## src/rtl/mastermind_turn_controller.sv

```systemverilog
// Mastermind turn and role sequencer: runs MAX_ROUNDS rounds, rotates the
// code-maker / code-breaker roles, counts guesses against GUESS_LIMIT and
// produces the maker's point value for each round.
module mastermind_turn_controller #(
    parameter int NUM_PLAYERS = 2,
    parameter int MAX_ROUNDS  = 4,
    parameter int GUESS_LIMIT = 8,
    parameter int PW = (NUM_PLAYERS > 2) ? $clog2(NUM_PLAYERS) : 1,
    parameter int GW = $clog2(GUESS_LIMIT + 2),
    parameter int RW = (MAX_ROUNDS > 2) ? $clog2(MAX_ROUNDS) : 1
) (
    input  logic                   clk,
    input  logic                   reset,
    input  logic                   start,
    input  logic                   code_valid,
    input  logic                   guess_valid,
    input  logic                   guess_correct,
    output logic [NUM_PLAYERS-1:0] active_player,
    output logic [PW-1:0]          maker_id,
    output logic [PW-1:0]          breaker_id,
    output logic                   code_maker,
    output logic                   code_breaker,
    output logic [GW-1:0]          guess_count,
    output logic [RW-1:0]          round,
    output logic                   round_done,
    output logic [GW-1:0]          round_points,
    output logic                   game_over
);

    typedef enum logic [2:0] {
        S_IDLE,
        S_MAKE,
        S_BREAK,
        S_SCORE,
        S_DONE
    } state_t;

    state_t          state;
    logic [RW-1:0]   round_q;
    logic [GW-1:0]   count_q;
    logic [GW-1:0]   points_q;
    logic [GW-1:0]   count_next;
    logic [PW-1:0]   maker_idx;
    logic [PW-1:0]   breaker_idx;
    logic [NUM_PLAYERS-1:0] one_hot_base;

    assign count_next   = count_q + GW'(1);
    assign maker_idx    = PW'(int'(round_q) % NUM_PLAYERS);
    assign breaker_idx  = PW'((int'(maker_idx) + 1) % NUM_PLAYERS);
    assign one_hot_base = {{(NUM_PLAYERS-1){1'b0}}, 1'b1};

    // Round/turn state machine; the guess that ends a round also latches its points
    always_ff @(posedge clk) begin
        if (reset) begin
            state    <= S_IDLE;
            round_q  <= '0;
            count_q  <= '0;
            points_q <= '0;
        end else begin
            case (state)
                S_IDLE: begin
                    if (start) begin
                        state   <= S_MAKE;
                        round_q <= '0;
                        count_q <= '0;
                    end
                end
                S_MAKE: begin
                    if (code_valid) begin
                        state   <= S_BREAK;
                        count_q <= '0;
                    end
                end
                S_BREAK: begin
                    if (guess_valid) begin
                        count_q <= count_next;
                        if (guess_correct) begin
                            points_q <= count_next;
                            state    <= S_SCORE;
                        end else if (count_next == GW'(GUESS_LIMIT)) begin
                            // Unsolved round: maker earns one more than the limit
                            points_q <= GW'(GUESS_LIMIT + 1);
                            state    <= S_SCORE;
                        end
                    end
                end
                S_SCORE: begin
                    if (round_q == RW'(MAX_ROUNDS - 1)) begin
                        state <= S_DONE;
                    end else begin
                        round_q <= round_q + RW'(1);
                        count_q <= '0;
                        state   <= S_MAKE;
                    end
                end
                S_DONE: begin
                    if (start) begin
                        state    <= S_MAKE;
                        round_q  <= '0;
                        count_q  <= '0;
                        points_q <= '0;
                    end
                end
                default: state <= S_IDLE;
            endcase
        end
    end

    // Moore output decode from registered state and counters
    always_comb begin
        active_player = '0;
        if (state == S_MAKE)
            active_player = one_hot_base << maker_idx;
        else if (state == S_BREAK)
            active_player = one_hot_base << breaker_idx;
    end

    // Role indices read as zero while idle so reset leaves every output at 0
    assign maker_id     = (state == S_IDLE) ? '0 : maker_idx;
    assign breaker_id   = (state == S_IDLE) ? '0 : breaker_idx;
    assign code_maker   = (state == S_MAKE);
    assign code_breaker = (state == S_BREAK);
    assign guess_count  = count_q;
    assign round        = round_q;
    assign round_done   = (state == S_SCORE);
    assign round_points = points_q;
    assign game_over    = (state == S_DONE);

endmodule

```

## config.mk

```make
export PLATFORM = sky130hd
export DESIGN_NAME = mastermind_turn_controller
export DESIGN_NICKNAME = d
export VERILOG_FILES = /design/src/rtl/mastermind_turn_controller.sv
export SDC_FILE = /design/constraint.sdc
export NUM_CORES = 1
export LEC_CHECK = 0
export ABC_AREA = 1
export CAP_MARGIN = 20
export CELL_PAD_IN_SITES_DETAIL_PLACEMENT = 1
export CELL_PAD_IN_SITES_GLOBAL_PLACEMENT = 2
export CORE_ASPECT_RATIO = 1.5
export CORE_UTILIZATION = 24
export DETAILED_ROUTE_END_ITERATION = 10
export GPL_TIMING_DRIVEN = 0
export PLACE_DENSITY_LB_ADDON = 0.1
export RECOVER_POWER = 25
export SETUP_SLACK_MARGIN = 0.2
export SLEW_MARGIN = 20
export SYNTH_ARGS = -nofsm -noshare
export SYNTH_HDL_FRONTEND = slang
export SYNTH_SLANG_ARGS = --single-unit
```

## constraint.sdc

```tcl
create_clock -name clk -period 1.6 [get_ports clk]
set_clock_uncertainty 0.1 [all_clocks]
set_input_delay 0.32 -clock clk [delete_from_list [all_inputs] [get_ports clk]]
set_output_delay 0.32 -clock clk [all_outputs]
set_load 0.01 [all_outputs]
```

Word level (Yosys, flattened, before mapping)
Index checks and enable logic that the tools add are counted.
Storage, ports and cells
  RAM bits: 0
  input bits: 6
  bits in latches: 0
  output and inout bits: 18
  logic and storage cells: 53
  ROM bits: 0
  flip-flop bits (word level): 13
  memories: 0
Cells by class
  reductions and logical operators: 9
  add/sub/neg operators: 3
  equality and inequality tests: 12
  multiply operators: 0
  bitwise logic cells: 0
  divide/modulo/power cells: 0
  mux-type cells: 23
  shift operators: 2
  $lt $le $gt $ge: 0
Operators by type and width (number)
  two-way mux 4 bit: 7
  two-way mux 3 bit: 6
  one-hot mux 4 bit (4 select lines): 1
  one-hot mux 3 bit (4 select lines): 1
  two-way mux 2 bit: 4
  != test 2 bit, second input constant: 4
  one-hot mux 4 bit (2 select lines): 1
  AND reduction 4 bit: 2
  == test 3 x 2 -> 1 bit, second input constant: 2
  AND reduction 5 bit: 1
  adder 4 x 1 -> 4 bit, second input constant: 1
  == test 4 bit, second input constant: 1
  one-hot mux 2 bit (2 select lines): 1
  nonzero test 2 bit: 2
  nonzero test 4 bit: 1
  left shift 1 x 1 -> 2 bit, first input constant: 2
  == test 3 x 1 -> 1 bit, second input constant: 1
  == test 3 bit, second input constant: 1
  logical NOT 3 bit: 1
  != test 3 x 2 -> 1 bit, second input constant: 1
  AND reduction 3 bit: 1
  adder 2 x 1 -> 2 bit, second input constant: 1
  == test 2 bit, second input constant: 1
  two-way mux 1 bit: 2
  3 further kinds: 3

Longest topological paths before layout
Gate-level depths: netlist (run 1).
  depth in word-level cells: 6
  mapped depth: 9
  depth with buffers taken out: 9

Worst setup path before layout (run 1)
No wires, ideal clock.
  path kind: register to register
  start: reg count_q[0], in the netlist guess_count[0]
  end: reg points_q[3], in the netlist round_points[3]
  buffers on the path: 0
  path slack: 0.165 ns
  clock period less this slack: 1.435 ns
  arrival time: 1.222 ns
  stages on the path, launching flop included: 9
  setup time: 0.113 ns
  cells stage by stage: dfxtp_1 ha_1 nand2_1 inv_1 nand3_1 nand2_1 nand3_2 nor2_1 nor2_1
Between the ends
  cells in the longest elaborated chain, start to end: 4
  elaborated cells on any way between the ends: 7
  those cells by class: add/sub (1); eq/ne (2); mux (3); reduce/logical (1)
RTL lines
  from (decl): line 40  | logic [GW-1:0] count_q;
  from (signal assigned): line 76  | count_q <= count_next;
  adder 4 x 1 -> 4 bit (*): line 47  | assign count_next = count_q + GW'(1);
  == test 4 bit / two-way mux 4 bit (equally long branches): line 80, 77
  != test 3 x 2 -> 1 bit (no line) / two-way mux 4 bit (equally long branches)
  AND reduction 4 bit (no line) / one-hot mux 4 bit (2 select lines) (equally long branches)
  to (signal assigned): line 78  | points_q <= count_next;
  to (signal assigned): line 82  | points_q <= GW'(GUESS_LIMIT + 1);
  to (decl): line 41  | logic [GW-1:0] points_q;
Every way passes the cells marked *; elsewhere a longest branch is shown, timed or not. The select of a mux whose other input is x is not followed.
A chain may end at the register's enable or synchronous reset.

Final worst setup path (run 1)
  start: reg state[1]
  end: out active_player[1]
Between the ends
  cells in the longest elaborated chain, start to end: 3
  elaborated cells on any way between the ends: 4
  those cells by class: eq/ne (2); mux (2)
RTL lines
  from (decl): line 38  | state_t state;
  from (signal assigned): line 55  | state <= S_IDLE;
  from (signal assigned): line 63  | state <= S_MAKE;
  from (signal assigned): line 70  | state <= S_BREAK;
  == test 3 x 2 -> 1 bit: line 114  | else if (state == S_BREAK)
  two-way mux 2 bit: line 114
  two-way mux 2 bit (*): line 112  | if (state == S_MAKE)
  to (decl): line 18  | output logic [NUM_PLAYERS-1:0] active_player,
Every way passes the cells marked *; elsewhere a longest branch is shown, timed or not.

==> results of run 1 <==
-- registers in the layout (all words and copies together), names as in the netlist --
signal	count
round	2
state	3
round_points	4
guess_count	4
-- kinds of logic (layout without fill, tap and decap cells) --
family          count (synthesis)  count (layout)
flops                          13              13
simple gates                   68              68
fa+ha+maj                       2               2
buf+inv                        24              69
compound gates                 19              19
-- timing repair --
action	in CTS	in global routing
resized for setup	87	32
pin swaps	13	14
buffers inserted	14	4
endpoints found under the setup margin	28	20
-- report_power, final --
part | internal (mW) | switching, mW | leakage [nW]
logic | 0.696 | 0.816 | 0.605
registers | 0.429 | 0.0970 | 0.110
clock network | 0.176 | 0.125 | 0.0228
total | 1.30 | 1.04 | 0.738
-- per-stage QoR --
stage | std cells | cell area [sq um]
after floorplan | 126 | 858.3
after global placement | 191 | 1141
after detailed placement | 191 | 1141
after CTS | 209 | 1423
after global routing | 213 | 1545
final | 213 | 1545
-- placed cells by master, fill, tap and decap left out, drive strengths merged --
master / count
nand2: 33
buf: 26
inv: 22
nor2: 18
dfxtp: 13
nand3: 11
o21ai: 10
dlygate4sd2: 9
a21oi: 7
clkdlybuf4s50: 5
nand4: 4
clkbuf: 4
ha: 2
clkdlybuf4s15: 2
clkinv: 1
nor3: 1
a21boi: 1
a31oi: 1
or2: 1
-- worst register-to-register path, stage by stage, from the launching register on --
cell and delay (ns):
dfxtp_4 0.39, inv_4 0.06, nand3_4 0.09, buf_12 0.12
clkinv_8 0.05, buf_4 0.15, or2_2 0.28, inv_2 0.05
o21ai_1 0.05, nand2_1 0.06, inv_1 0.04
-- Yosys cell counts --
cell type and number:
o21ai_1 1, dfxtp_1 13, a31oi_1 1, or2_2 1, nand3_2 1, nand2_4 2
nand3_1 8, nor2_4 1, nand4_1 4, inv_1 20, ha_1 2, o21ai_0 5
nor3_2 1, a21oi_1 7, nand2_2 2, inv_2 2, buf_4 1, nor2_8 1
nor2_1 16, nand3_4 2, o21ai_2 4, nand2_1 29, a21boi_1 1, inv_4 1
-- metal layers --
layer | wire length (um) | up-vias
li1 | - | 490
met3 | 68 | 8
met2 | 1749 | 19
met4 | 82 | 0
met1 | 948 | 478
met5 | 0 | -
-- final timing paths --
kind	start	end	slack (ns)	cells after the start
max	state[1]$_SDFFE_PP0P_	active_player[1]	0.01	4
min	round_points[2]$_SDFFE_PP0P_	round_points[2]$_SDFFE_PP0P_	0.41	4
max reg2reg	state[2]$_SDFFE_PP0P_	state[1]$_SDFFE_PP0P_	0.08	10
min reg2reg	round_points[2]$_SDFFE_PP0P_	round_points[2]$_SDFFE_PP0P_	0.41	4
-- final cells by class --
class | count | area, sq um
fillers | 437 | 1871
plain buffers | 1 | 7.507
multi-input cells | 89 | 656.9
clock buffers | 4 | 45.04
repair buffers | 41 | 395.4
inverters | 23 | 106.4
well taps | 42 | 52.55
flip-flops and latches | 13 | 281.5
==> results.toml, run 1 <==
[run_status]
status = "finished clean"

[clock_network]
cts.sinks = 13
clock_path_buffers = 2
cts_tree = "built"
holdBufCountCts = 0
clkTransAtPathRegs_ns = 0.06
htree_levels = 1
clock_latency_ns = 0.24
cts_made_buffers = 3
cts-root-buf = "clkbuf_8"

[placement]
gp_congestion = 0.7426
dp_hpwl_mm = 1.955
numPortBuffers = 23
preCtsSetupSlack_ns = -0.2775

[global_routing]
grt_pass1_vias = 997
antenna_found_initial = 0
grt_max_degree = 9
track_usage_pct = 16.07
grt_util_met3_pct = 2.828
grt_pass1_wl_mm = 4.498
grt_overflow = 0
grt_util_met1_pct = 15.07
met2_usage_pct = 32.59
grt-busiest-layer = "met2"

[synthesis]
synth_cell_type_count = 24
synthMuxAreaShare_pct = 0
synth_area_leaders = "dfxtp_1 (30%), nand2_1 (13%), inv_1 (8.8%), nor2_1 (7.0%), nand3_1 (4.7%)"
synth-xor-area-share_pct = 0
synth_top_family_by_area = "simple AND/OR/NAND/NOR gates"
synth-simple-area-share_pct = 42.19
syn_area_per_cell_sq_um = 6.802
synth_top_area_share_pct = 30.36
yosysSeqAreaShare_pct = 30.36
synthCells = 126
synth_compound_area_share_pct = 13.28
ys_seq_elements = 13
synthAdderAreaFrac_pct = 2.920
synth_top_area_cell = "dfxtp_1"
yosys_warnings = 0
synth_nets = 134
syn-cell-area_sq_um = 857.1

[detailed_routing]
ant_nets = 0
drc = 0
drtPass1Iterations = 2
vias = 995
routed_via_density = 4.671
totalWireLength_mm = 2.847
drtIter0Drc = 9
wl_per_cell_um = 13.37

[sta]
slew_violations = 0
tns_ns = 0
period_share_pct = 99.08
relSlewSlack_pct = 78.10
final.setup.worst_slack_ns = 0.01473
hold_violations = 0
min_period_ns = 1.585
grt_setup_unrepaired = "true"
setup_viol = 0
fmaxAchievable_ghz = 0.6308
worstMarginPinSlew_ns = 0.3275
whs_ns = 0.4084

[cells_and_area]
finish.utilization_pct = 45.24
nNetsFinal = 180
layout-drive-gt1-share_pct = 50.88
area_growth_syn_to_layout_pct = 80.29
antennaDiodeCount = 0

[setup_path]
cp.arrival_ns = 1.17
cpPeakStageDelay_ns = 0.38
cp-start-kind = "flop"
worst-path-buf-inv = 1
slowest_stage = "dfxtp_4"
end_kind = "output port"
crit_family = "flip-flops"
cp.required_ns = 1.18
crit_fanout = 5
path_cells = "nor3_4, nand2_1, o21ai_1, buf_2"
path_class = "reg2out"

[power_and_ir_drop]
total_power_mw = 2.339
p_leak_nw = 0.7382
powerDensity_nw_per_um2 = 1514
peakVddDrop_mv = 0.7779

[worst_hold_path]
hp-class = "reg2reg"

[floorplan]
die_w_um = 50.79
die_area_sq_um = 3819
die_y_um = 75.19
start_util_pct = 25.09
design.core.area_sq_um = 3416
io_pins = 24
rows = 26

[job]
cap_viol_max_count = 0
No activity file was read; power rests on OpenSTA's default activity.
==> run 2, diff against run 1 <==
CORE_ASPECT_RATIO = 1.2   (was 1.5)
==> run 2 against run 1 <==
Effect of this change:
- non-clock buffer count down 3
- register-to-register slack got worse by 0.06 ns
- maximum frequency shrank 0.19%
- highest routed layer unchanged
==> results.toml, run 2 (same netlist as run 1, synthesis figures left out) <==
[clock_network]
clock_latency_ns = 0.24
cts.sinks = 13
cts_made_buffers = 3
clkTransAtPathRegs_ns = 0.06
cts_tree = "built"
clock_path_buffers = 2
cts-root-buf = "clkbuf_8"
holdBufCountCts = 0
htree_levels = 1

[sta]
setup_viol = 0
slew_violations = 0
worstMarginPinSlew_ns = 0.3805
fmaxAchievable_ghz = 0.6296
period_share_pct = 99.27
relSlewSlack_pct = 74.59
hold_violations = 0
min_period_ns = 1.588
grt_setup_unrepaired = "true"

[cells_and_area]
layout_common_cells = "nand2_1 (22), inv_1 (13), nor2_1 (13), buf_6 (11), dlygate4sd2_1 (9)"
final_common_cell = "nand2_1"
area_growth_syn_to_layout_pct = 76.20
antennaDiodeCount = 0
fin_area_sq_um = 1510
layout-drive-gt1-share_pct = 49.40
nNetsFinal = 177

[worst_hold_path]
hp-class = "in2reg"
holdPathEnd = "guess_count[1]$_SDFFE_PP0P_"
min_from = "reset"
min_path_cells = 2

[detailed_routing]
totalWireLength_mm = 2.763
drtIter0Drc = 12
ant_nets = 0
routed_via_density = 4.693
wl_per_cell_um = 13.48
drtPass1Iterations = 2
vias = 962
drc = 0

[power_and_ir_drop]
p_leak_nw = 0.7427
peakVddDrop_mv = 0.7370
combPwrFrac_pct = 64.0
p_int_mw = 1.279
switching_share_pct = 44.14
powerDensity_nw_per_um2 = 1516
total_power_mw = 2.290
pwr-share-clk_pct = 13.1
seq_power_share_pct = 23.0
p_switching_mw = 1.011

[floorplan]
start_util_pct = 25.46
rows = 23
die_y_um = 67.46
design.core.area_sq_um = 3367
die_area_sq_um = 3815
die_w_um = 56.55
io_pins = 24

[setup_path]
slowest_stage = "dfxtp_4"
reg2reg_depth = 7
crit_fanout = 5
worst-path-buf-inv = 3
cpPeakStageDelay_ns = 0.37
cp.required_ns = 1.18
path_cells = "inv_6, nand3_2, inv_2, clkdlybuf4s15_2"
reg2reg_from = "round[0]$_SDFFE_PP0P_"
path_class = "reg2out"
cp.arrival_ns = 1.17
end_kind = "output port"
timing.rr.end = "guess_count[2]$_SDFFE_PP0P_"
cp-start-kind = "flop"
crit_family = "buffers and inverters"
reg2reg_slack_ns = 0.02

[placement]
numPortBuffers = 23
gp_congestion = 0.7339
dp_hpwl_mm = 1.835
placed_area_sq_um = 1135

[job]
cap_viol_max_count = 0

[run_status]
status = "finished clean"

[global_routing]
track_usage_pct = 15.33
grt_pass1_vias = 980
grt_overflow = 0
grt_pass1_wl_mm = 4.388
grt_max_degree = 9
antenna_found_initial = 0
-- run 2: area by class of cell --
type | count | area, sq um
multi-input combinational | 89 | 666.9
timing repair buffer | 38 | 360.3
tap | 37 | 46.29
sequential | 13 | 279.0
fill | 405 | 1857
clock buffer | 4 | 45.04
buffer | 1 | 11.26
inverter | 23 | 101.3
-- run 2: worst max path at each step --
stage | startpoint | to | slack (ns) | cells past startpoint
final | state[2]$_SDFFE_PP0P_ | round_done | 0.01 | 4
after global routing | state[0]$_SDFFE_PP0P_ | active_player[0] | -0.07 | 5
after CTS | state[0]$_SDFFE_PP0P_ | active_player[0] | -0.009 | 5
after detailed placement | state[0]$_SDFFE_PP0P_ | active_player[1] | -0.27 | 5
after global placement | state[0]$_SDFFE_PP0P_ | active_player[0] | -0.27 | 5
after floorplan | state[0]$_SDFFE_PP0P_ | active_player[0] | 0.23 | 4
-- run 2: worst register-to-register path, stage by stage, from the launching register on --
cell and delay (ns):
dfxtp_4 0.35, buf_6 0.13, buf_6 0.11, ha_1 0.26, nand2_4 0.13, nand2_8 0.07
o21ai_0 0.23, a21oi_2 0.08
-- run 2: metal layers --
metal	up-vias	global-route usage (%)	share of wire, %
li1	482	-	-
met1	459	15.49	38
met2	15	29.12	57
met3	6	2.490	2.2
met4	0	10.06	3.3
met5	-	0	0
-- run 2: through the flow --
step / setup TNS [ns] / setup slack (ns) / hold slack, ns / cells / utilization (%)
2_1_floorplan: 0 / 0.2318 / 0.2891 / 126 / -
5_1_grt: -0.2563 / -0.06769 / 0.3821 / 205 / 44.85
6_report: 0 / 0.01165 / 0.3652 / 205 / 44.85
3_5_place_dp: -1.909 / -0.2717 / 0.3890 / 186 / 33.70
3_3_place_gp: -1.729 / -0.2681 / 0.3714 / 186 / 33.70
4_1_cts: -0.01647 / -0.008596 / 0.4149 / 204 / 42.51
-- run 2: what timing repair did --
item	CTS	global route
pin swaps	18	9
endpoints found under the setup margin	28	22
setup buffers	14	1
resized for setup	95	28
gates cloned	0	0
-- run 2: power by group through the flow --
stage / Sequential (mW) / Clock [mW] / Combinational [mW]
3_5_place_dp: 0.522 / 0 / 1.07
6_report: 0.526 / 0.299 / 1.47
2_1_floorplan: 0.532 / 0 / 0.649
5_1_grt: 0.545 / 0.335 / 1.62
3_3_place_gp: 0.518 / 0 / 1.05
4_1_cts: 0.537 / 0.322 / 1.33
